### config.mk
export PLATFORM = sky130hd
export DESIGN_NAME = led_pwm_breather
export DESIGN_NICKNAME = d
export VERILOG_FILES = /design/src/rtl/led_pwm_breather_pkg.sv /design/src/rtl/led_pwm_breather_step_tick_gen.sv /design/src/rtl/led_pwm_breather.sv
export SDC_FILE = /design/constraint.sdc
export NUM_CORES = 1
export LEC_CHECK = 0
export ABC_AREA = 0
export BUFFER_PORTS_ARGS = -buffer_cell sky130_fd_sc_hd__buf_2
export CAP_MARGIN = 40
export CORE_MARGIN = 4
export CORE_UTILIZATION = 40
export CTS_CLUSTER_SIZE = 28
export DETAILED_ROUTE_END_ITERATION = 8
export PLACE_DENSITY = 0.68
export SETUP_SLACK_MARGIN = 0.05
export SYNTH_ARGS = -nofsm -noshare
export SYNTH_HDL_FRONTEND = slang
export SYNTH_SLANG_ARGS = --single-unit
### constraint.sdc
create_clock -name i_clk -period 5.1 [get_ports i_clk]
set_input_delay 1.02 -clock i_clk [delete_from_list [all_inputs] [get_ports i_clk]]
set_output_delay 1.02 -clock i_clk [all_outputs]
set_load 0.05 [all_outputs]
### src/rtl/led_pwm_breather_pkg.sv
// Shared types and helpers for the LED PWM breather output stage.
package led_pwm_breather_pkg;

    // Ramp/hold phase; encodings are visible on the o_phase port.
    typedef enum logic [1:0] {
        RISE    = 2'd0,
        HOLD_HI = 2'd1,
        FALL    = 2'd2,
        HOLD_LO = 2'd3
    } phase_t;

    // Largest duty value for a PWM counter of the given width.
    function automatic int duty_max(input int pwm_bits);
        return (1 << pwm_bits) - 1;
    endfunction

endpackage

### src/rtl/led_pwm_breather_step_tick_gen.sv
// Modulo-CYCLES enabled counter producing a single-cycle tick on its last count.
// Dropping i_en clears the count, so the first tick after re-enable comes
// CYCLES cycles later.
module step_tick_gen #(
    parameter int CYCLES = 65536
) (
    input  logic i_clk,
    input  logic i_rst_n,
    input  logic i_en,
    output logic o_tick
);

    localparam int CNT_W = (CYCLES > 1) ? $clog2(CYCLES) : 1;
    localparam logic [CNT_W-1:0] CNT_LAST = CNT_W'(CYCLES - 1);

    logic [CNT_W-1:0] cnt_q;

    // Count enabled cycles, wrapping at CYCLES-1; cleared while disabled.
    always_ff @(posedge i_clk or negedge i_rst_n) begin
        // NOTE: clocked state uses non-blocking assignments so every flop samples pre-edge values.
        if (!i_rst_n) begin
            cnt_q <= '0;
        end else if (!i_en) begin
            cnt_q <= '0;
        end else if (cnt_q == CNT_LAST) begin
            cnt_q <= '0;
        end else begin
            cnt_q <= cnt_q + 1'b1;
        end
    end

    // Tick is high for the one enabled cycle on which the counter sits at its last value.
    always_comb begin
        o_tick = i_en && (cnt_q == CNT_LAST);
    end

endmodule

### src/rtl/led_pwm_breather.sv
// LED output stage: PWM-dims one LED with a linear fade, either following a
// slow on/off request or running an autonomous rise/hold/fall/hold breath.
module led_pwm_breather
    import led_pwm_breather_pkg::*;
#(
    parameter int PWM_BITS    = 8,
    parameter int STEP_CYCLES = 65536,
    parameter int HOLD_STEPS  = 32
) (
    input  logic                i_clk,
    input  logic                i_rst_n,
    input  logic                i_en,
    input  logic                i_mode,
    input  logic                i_target,
    output logic                o_led,
    output logic [PWM_BITS-1:0] o_duty,
    output logic [1:0]          o_phase
);

    localparam logic [PWM_BITS-1:0] DUTY_MAX    = PWM_BITS'(duty_max(PWM_BITS));
    localparam logic [PWM_BITS-1:0] DUTY_MAX_M1 = PWM_BITS'(duty_max(PWM_BITS) - 1);
    localparam logic [PWM_BITS-1:0] DUTY_ONE    = PWM_BITS'(1);
    localparam int                  HOLD_W      = (HOLD_STEPS > 1) ? $clog2(HOLD_STEPS) : 1;
    localparam logic [HOLD_W-1:0]   HOLD_LAST   = HOLD_W'(HOLD_STEPS - 1);

    logic                step_tick;
    logic [PWM_BITS-1:0] pwm_q;
    logic                led_q;
    logic [PWM_BITS-1:0] duty_q,  duty_nxt;
    logic [HOLD_W-1:0]   hold_q,  hold_nxt;
    phase_t              phase_q, phase_nxt;

    step_tick_gen #(
        .CYCLES (STEP_CYCLES)
    ) u_step_tick_gen (
        .i_clk   (i_clk),
        .i_rst_n (i_rst_n),
        .i_en    (i_en),
        .o_tick  (step_tick)
    );

    // Free-running PWM counter and registered LED compare; both blanked while disabled.
    always_ff @(posedge i_clk or negedge i_rst_n) begin
        if (!i_rst_n) begin
            pwm_q <= '0;
            led_q <= 1'b0;
        end else if (i_en) begin
            pwm_q <= pwm_q + 1'b1;
            led_q <= (pwm_q < duty_q);
        end else begin
            pwm_q <= '0;
            led_q <= 1'b0;
        end
    end

    // Fade state register: duty, phase and hold count only move on a step tick.
    always_ff @(posedge i_clk or negedge i_rst_n) begin
        if (!i_rst_n) begin
            duty_q  <= '0;
            hold_q  <= '0;
            phase_q <= HOLD_LO;
        end else begin
            duty_q  <= duty_nxt;
            hold_q  <= hold_nxt;
            phase_q <= phase_nxt;
        end
    end

    // Next fade state: breathe sequence or saturating follow of i_target.
    always_comb begin
        // NOTE: defaults first so every path assigns every signal and no latch is inferred.
        duty_nxt  = duty_q;
        hold_nxt  = hold_q;
        phase_nxt = phase_q;
        if (step_tick) begin
            if (i_mode) begin
                unique case (phase_q)
                    RISE: begin
                        if (duty_q == DUTY_MAX) begin
                            phase_nxt = HOLD_HI;
                            hold_nxt  = '0;
                        end else begin
                            duty_nxt = duty_q + 1'b1;
                            if (duty_q == DUTY_MAX_M1) begin
                                phase_nxt = HOLD_HI;
                                hold_nxt  = '0;
                            end
                        end
                    end
                    HOLD_HI: begin
                        if (hold_q == HOLD_LAST) begin
                            phase_nxt = FALL;
                            hold_nxt  = '0;
                        end else begin
                            hold_nxt = hold_q + 1'b1;
                        end
                    end
                    FALL: begin
                        if (duty_q == '0) begin
                            phase_nxt = HOLD_LO;
                            hold_nxt  = '0;
                        end else begin
                            duty_nxt = duty_q - 1'b1;
                            if (duty_q == DUTY_ONE) begin
                                phase_nxt = HOLD_LO;
                                hold_nxt  = '0;
                            end
                        end
                    end
                    HOLD_LO: begin
                        if (hold_q == HOLD_LAST) begin
                            phase_nxt = RISE;
                            hold_nxt  = '0;
                        end else begin
                            hold_nxt = hold_q + 1'b1;
                        end
                    end
                endcase
            end else begin
                // Follow mode keeps the hold count clear so breathe entry starts a fresh hold.
                hold_nxt = '0;
                if (i_target) begin
                    if (duty_q != DUTY_MAX) begin
                        duty_nxt = duty_q + 1'b1;
                    end
                    phase_nxt = (duty_q >= DUTY_MAX_M1) ? HOLD_HI : RISE;
                end else begin
                    if (duty_q != '0) begin
                        duty_nxt = duty_q - 1'b1;
                    end
                    phase_nxt = (duty_q <= DUTY_ONE) ? HOLD_LO : FALL;
                end
            end
        end
    end

    // Drive outputs straight from the registered state.
    always_comb begin
        o_led   = led_q;
        o_duty  = duty_q;
        o_phase = phase_q;
    end

endmodule

# Word level (Yosys, flattened, before mapping)
# Cells that the tools add are included.
# word_totals
out_inout_bits,11
register_bits,40
input_bits,5
# op_classes
addsub,5
reduce_logical,9
n_eq_ne,17
magnitude_cmp,3
n_mux,29
# ops
operator,n
$mux 8,7
$mux 16,2
$mux 5,6
$add 16x1->16 const B,1
$add 8x1->8 const B,2
$eq 16x16->1 const B,1
$eq 8x8->1 const B,2
$mux 2,8
$pmux 8 s2,1
$pmux 5 s3,1
$ne 3x3->1 const B,4
$eq 8x1->1 const B,1
$ge 8x8->1 const B,1
$le 8x1->1 const B,1
$logic_not 8->1,1
$lt 8x8->1,1
$ne 4x4->1 const B,2
$ne 8x8->1 const B,1
$pmux 2 s4,1
$reduce_bool 8->1,1
$sub 8x1->8 const B,1
$reduce_and 6->1,1
$add 5x1->5 const B,1
$eq 5x5->1 const B,1
11 further kinds,14

# Longest topological paths before layout
# depth
depth_word,5
mapped_depth,7
depth_no_buf,7

# By module
# A second synthesis with hierarchy kept.
# hier_totals
hier_cells,243
area_unflattened_um2,2378.5
# by_module_without_submodules
mod,seq_area_each_um2,cells_per_inst,n_inst,area_per_inst_um2
led_pwm_breather,603.1,164,1,1600.3
step_tick_gen,400.4,79,1,778.2

# Worst setup path before layout
# OpenSTA, ideal clock, no wires.
# synth_path
kind,in2reg
startpoint,in i_mode
endpoint,"reg duty_q[7], in the netlist o_duty[7]"
slack_ns,2.603
path_stages,6
arrival_time_ns,2.417
path_cell_list,clkbuf_1 > or2_2 > a2111oi_0 > a31oi_1 > nor4b_1 > xnor2_1
# synth_between
elab_chain_len,2
# synth_rtl
element,line,text
start: declaration,led_pwm_breather.sv:13,"input logic i_mode,"
"$ne 3x1->1 (no line), or another cell as far along",n/a,
$reduce_and 6->1 (no line),n/a,
end signal: assignment,led_pwm_breather.sv:63,duty_q <= duty_nxt;
end: declaration,led_pwm_breather.sv:29,"logic [PWM_BITS-1:0] duty_q, duty_nxt;"
# Parallel ways exist; a longest one is shown, timed or not.
# A chain may end at the register's enable or synchronous reset.

# Worst setup path after layout
# layout_path
startpoint,reg u_step_tick_gen.cnt_q[0]
endpoint,reg hold_q[3]
# layout_between
elab_chain_len,3
# layout_rtl
element,line,text
start: declaration,led_pwm_breather_step_tick_gen.sv:16,logic [CNT_W-1:0] cnt_q;
start signal: assignment,led_pwm_breather_step_tick_gen.sv:28,cnt_q <= cnt_q + 1'b1;
$eq 16x16->1,led_pwm_breather_step_tick_gen.sv:34,o_tick = i_en && (cnt_q == CNT_LAST);
$logic_and 1x1->1,led_pwm_breather_step_tick_gen.sv:34,
$reduce_and 3->1 (no line),n/a,
end signal: assignment,led_pwm_breather.sv:64,hold_q <= hold_nxt;
end: declaration,led_pwm_breather.sv:30,"logic [HOLD_W-1:0] hold_q, hold_nxt;"
# Every way passes these cells.

==> run summary <==
========================================================================================
Area of the die                                                             0.007313 sq mm
Initial antenna violation count                                                        0
Vias per cell                                                                      5.425
Most used cells in the layout excluding fill and tap cells                  sky130_fd_sc_hd__dfrtp_1 (38), sky130_fd_sc_hd__nor2_1 (24), sky130_fd_sc_hd__ha_1 (20)
Num ports                                                                             16
Fraction of registers with async set/reset                                         1.000
CP Data Required Time                                                            5.31 ns
Starting Density                                                                  0.4235
Number of placed cells counting well taps                                            338
Sequential area share after synthesis                                             0.4175
Fill cell count                                                                      555
Count of synthesis-stage warnings from yosys                                           0
Clock Latency Late Sink                                                          0.29 ns
WL final                                                                        4.692 mm
Final routed DRC violation total                                                       0
CTS H-Tree Depth                                                                       2
CTS-repair resized insts                                                               0
Post-synth cell types                                                                 40
Routed vias                                                                         1877
Part of the cycle the worst path needs                                            0.4946
# clock sinks                                                                         40
Sum of overflow across all layers after global routing                                 0
Launching element type of the critical path                                         flop
Core region area                                                            0.005675 sq mm
Max Cap Viol                                                                           0
Clock tree from TritonCTS                                                            yes
Global-route wire length before repair                                          8.142 mm
Fraction of layout cells with a size suffix above 1                               0.1095
Sequential Area                                                             0.001003 sq mm
Hold path start                                                             pwm_q[0]$_DFF_PN0_
Worst-path clk slew                                                              0.08 ns
Largest net degree at the start of global routing                                     24
Number of search-and-repair iterations in the first detailed-routing pass              4
Buffers inserted by post-CTS timing repair                                             0
Critical Path Start                                                         u_step_tick_gen.cnt_q[0]$_DFF_PN0_
Port Buf Inserts                                                                      15
Startpoint of the worst-slack reg-to-reg timing path                        u_step_tick_gen.cnt_q[0]$_DFF_PN0_
Number of buffers created by CTS                                                       5
Post-synth design cell area                                                 0.002404 sq mm
Net Count, Synth                                                                     280
Top FF cell, synth                                                          sky130_fd_sc_hd__dfrtp_1
Total power divided by cell area                                            230.3 mW/mm^2
DR iter-0 viols                                                                      101
Total Neg Setup Slack                                                               0 ns
Number of enable flip-flop cells after synthesis                                       0
Hold-fix buffers, CTS                                                                  0
Most common cell after layout, fill and taps aside                          sky130_fd_sc_hd__dfrtp_1
Vias in the first global route                                                      1809
Peak VDD IR                                                                   0.09504 mV
DR WL/cell                                                                  13.56 microns
Post-route ant nets                                                                    0
Path type of the worst setup path                                           flop to flop
Post-synthesis to final-layout area growth                                        11.56%
Worst-margin pin slew                                                          0.4854 ns
Avg Cell Area, Syn                                                           9.426 sq um
Static leakage                                                                  1.231 nW
Remaining max-slew budget at the tightest pin                                     0.6730
Area taken by multi-input logic gates                                       0.001310 sq mm
Placer congestion estimate                                                        0.8062
CP Capture Type                                                                     flop
Final worst clock skew                                                       0.005813 ns
Setup repair after global routing missed its margin                                false
Flip-flop and latch count after synthesis                                             40
Final Net Count                                                                      298
Highest clock frequency the design can meet                                   0.3964 GHz
Number of rows created at floorplan                                                   27
Maximum buffer depth of the clock tree                                                 2
Maximum fanout along the worst path                                                   10
Overall die width                                                           85.52 microns
Final setup fails                                                                      0
Status                                                                      finished clean
Worst hold path type                                                        flop to flop
Count of inserted antenna diode cells                                                  0
Instance count of the mapped netlist                                                 255
Total count of hold-check failures in the final report                                 0
Detailed placement HPWL                                                         3.410 mm
Fin. max-slew vios                                                                     0
Die H                                                                       85.52 microns
Arrival time worst endpoint                                                      2.73 ns
Cell at the root of the clock tree                                          sky130_fd_sc_hd__clkbuf_8
Final critical-path required period                                             2.522 ns
Non-filler cells in the finished layout                                              346
Total global-route track usage                                                    0.1372
========================================================================================
flip-flops by register name, summed over array words and instances (netlist names):
signal and cells:
hold_q 5, o_duty 8, o_led 1, o_phase 2, pwm_q 8, u_step_tick_gen.cnt_q 16
final timing paths:
path                                                      endpoint  slack (ns)  cells after the start
worst max-delay path                         hold_q[3]$_DFFE_PN0P_        2.58                      6
worst min-delay path                            pwm_q[0]$_DFF_PN0_        0.48                      1
worst max register to register               hold_q[3]$_DFFE_PN0P_        2.58                      6
worst min register to register                  pwm_q[0]$_DFF_PN0_        0.48                      1
max in group asynchronous                    o_duty[5]$_DFFE_PN0P_        3.97                      2
min in group asynchronous       u_step_tick_gen.cnt_q[7]$_DFF_PN0_        0.67                      1
Yosys cell counts, drive strengths merged (3+ instances only):
cell	instances	area, sq um
a21o	3	22.52
a21oi	6	30.03
a31oi	3	18.77
and2	11	68.82
and3	8	50.05
clkbuf	5	18.77
dfrtp	38	950.9
ha	20	250.2
inv	16	60.06
mux2i	3	30.03
nand2	14	52.55
nand3	18	90.09
nand4	4	25.02
nor2	24	90.09
nor2b	4	25.02
nor3	4	20.02
nor4	5	31.28
o2111ai	3	26.28
o21ai	12	60.05
o31ai	3	27.52
or2	4	25.03
or3	5	31.28
xnor2	17	148.9
xor2	8	70.07
worst max-delay path, stage by stage (launching register included):
cell and delay, ns:
sky130_fd_sc_hd__dfrtp_1 0.41, sky130_fd_sc_hd__ha_1 0.25, sky130_fd_sc_hd__nand2_1 0.06, sky130_fd_sc_hd__or4_1 0.70, sky130_fd_sc_hd__a2111o_1 0.54, sky130_fd_sc_hd__or2_1 0.30
sky130_fd_sc_hd__o31ai_2 0.18
area by class of cell:
type                            instances  area share
Multi-Input combinational cell        193      0.4886
Sequential cell                        40      0.3742
Timing Repair Buffer                   17     0.04106
Tap cell                               72     0.03360
Clock buffer                            6     0.02706
Inverter                               16     0.02240
Clock inverter                          2     0.01307
cell families after synthesis:
group / synth area share
xor+xnor: 0.09110
compound gates: 0.1098
simple gates: 0.2275
mux: 0.01249
fa+ha+maj: 0.1041
flops: 0.4175
buf+inv: 0.03748
through the flow:
stage | hold slack [ns] | util | worst slack, ns | total power, mW | area (sq um)
floorplan | 0.4367 | - | 2.603 | 0.3508 | 2404
global placement | 0.4577 | 0.4486 | 2.528 | 0.3639 | 2546
detailed placement | 0.4675 | 0.4535 | 2.464 | 0.3671 | 2574
CTS | 0.4786 | 0.4724 | 2.569 | 0.6251 | 2681
global route | 0.4986 | 0.4724 | 2.455 | 0.6451 | 2681
finish | 0.4802 | 0.4724 | 2.578 | 0.6175 | 2681
metal layers:
metal  GRT usage  part of all wire
met5           0                 0
met4     0.06331             0.016
met3     0.02402             0.049
met2      0.2189              0.47
met1      0.1811              0.47
report_power, final:
part           switching [mW]  total [mW]  internal [mW]
logic                  0.0215      0.0349         0.0134
registers             0.00445       0.326          0.321
clock network           0.112       0.257          0.145
total                   0.138       0.617          0.480
Note: power is estimated with default switching activity, not from simulation.
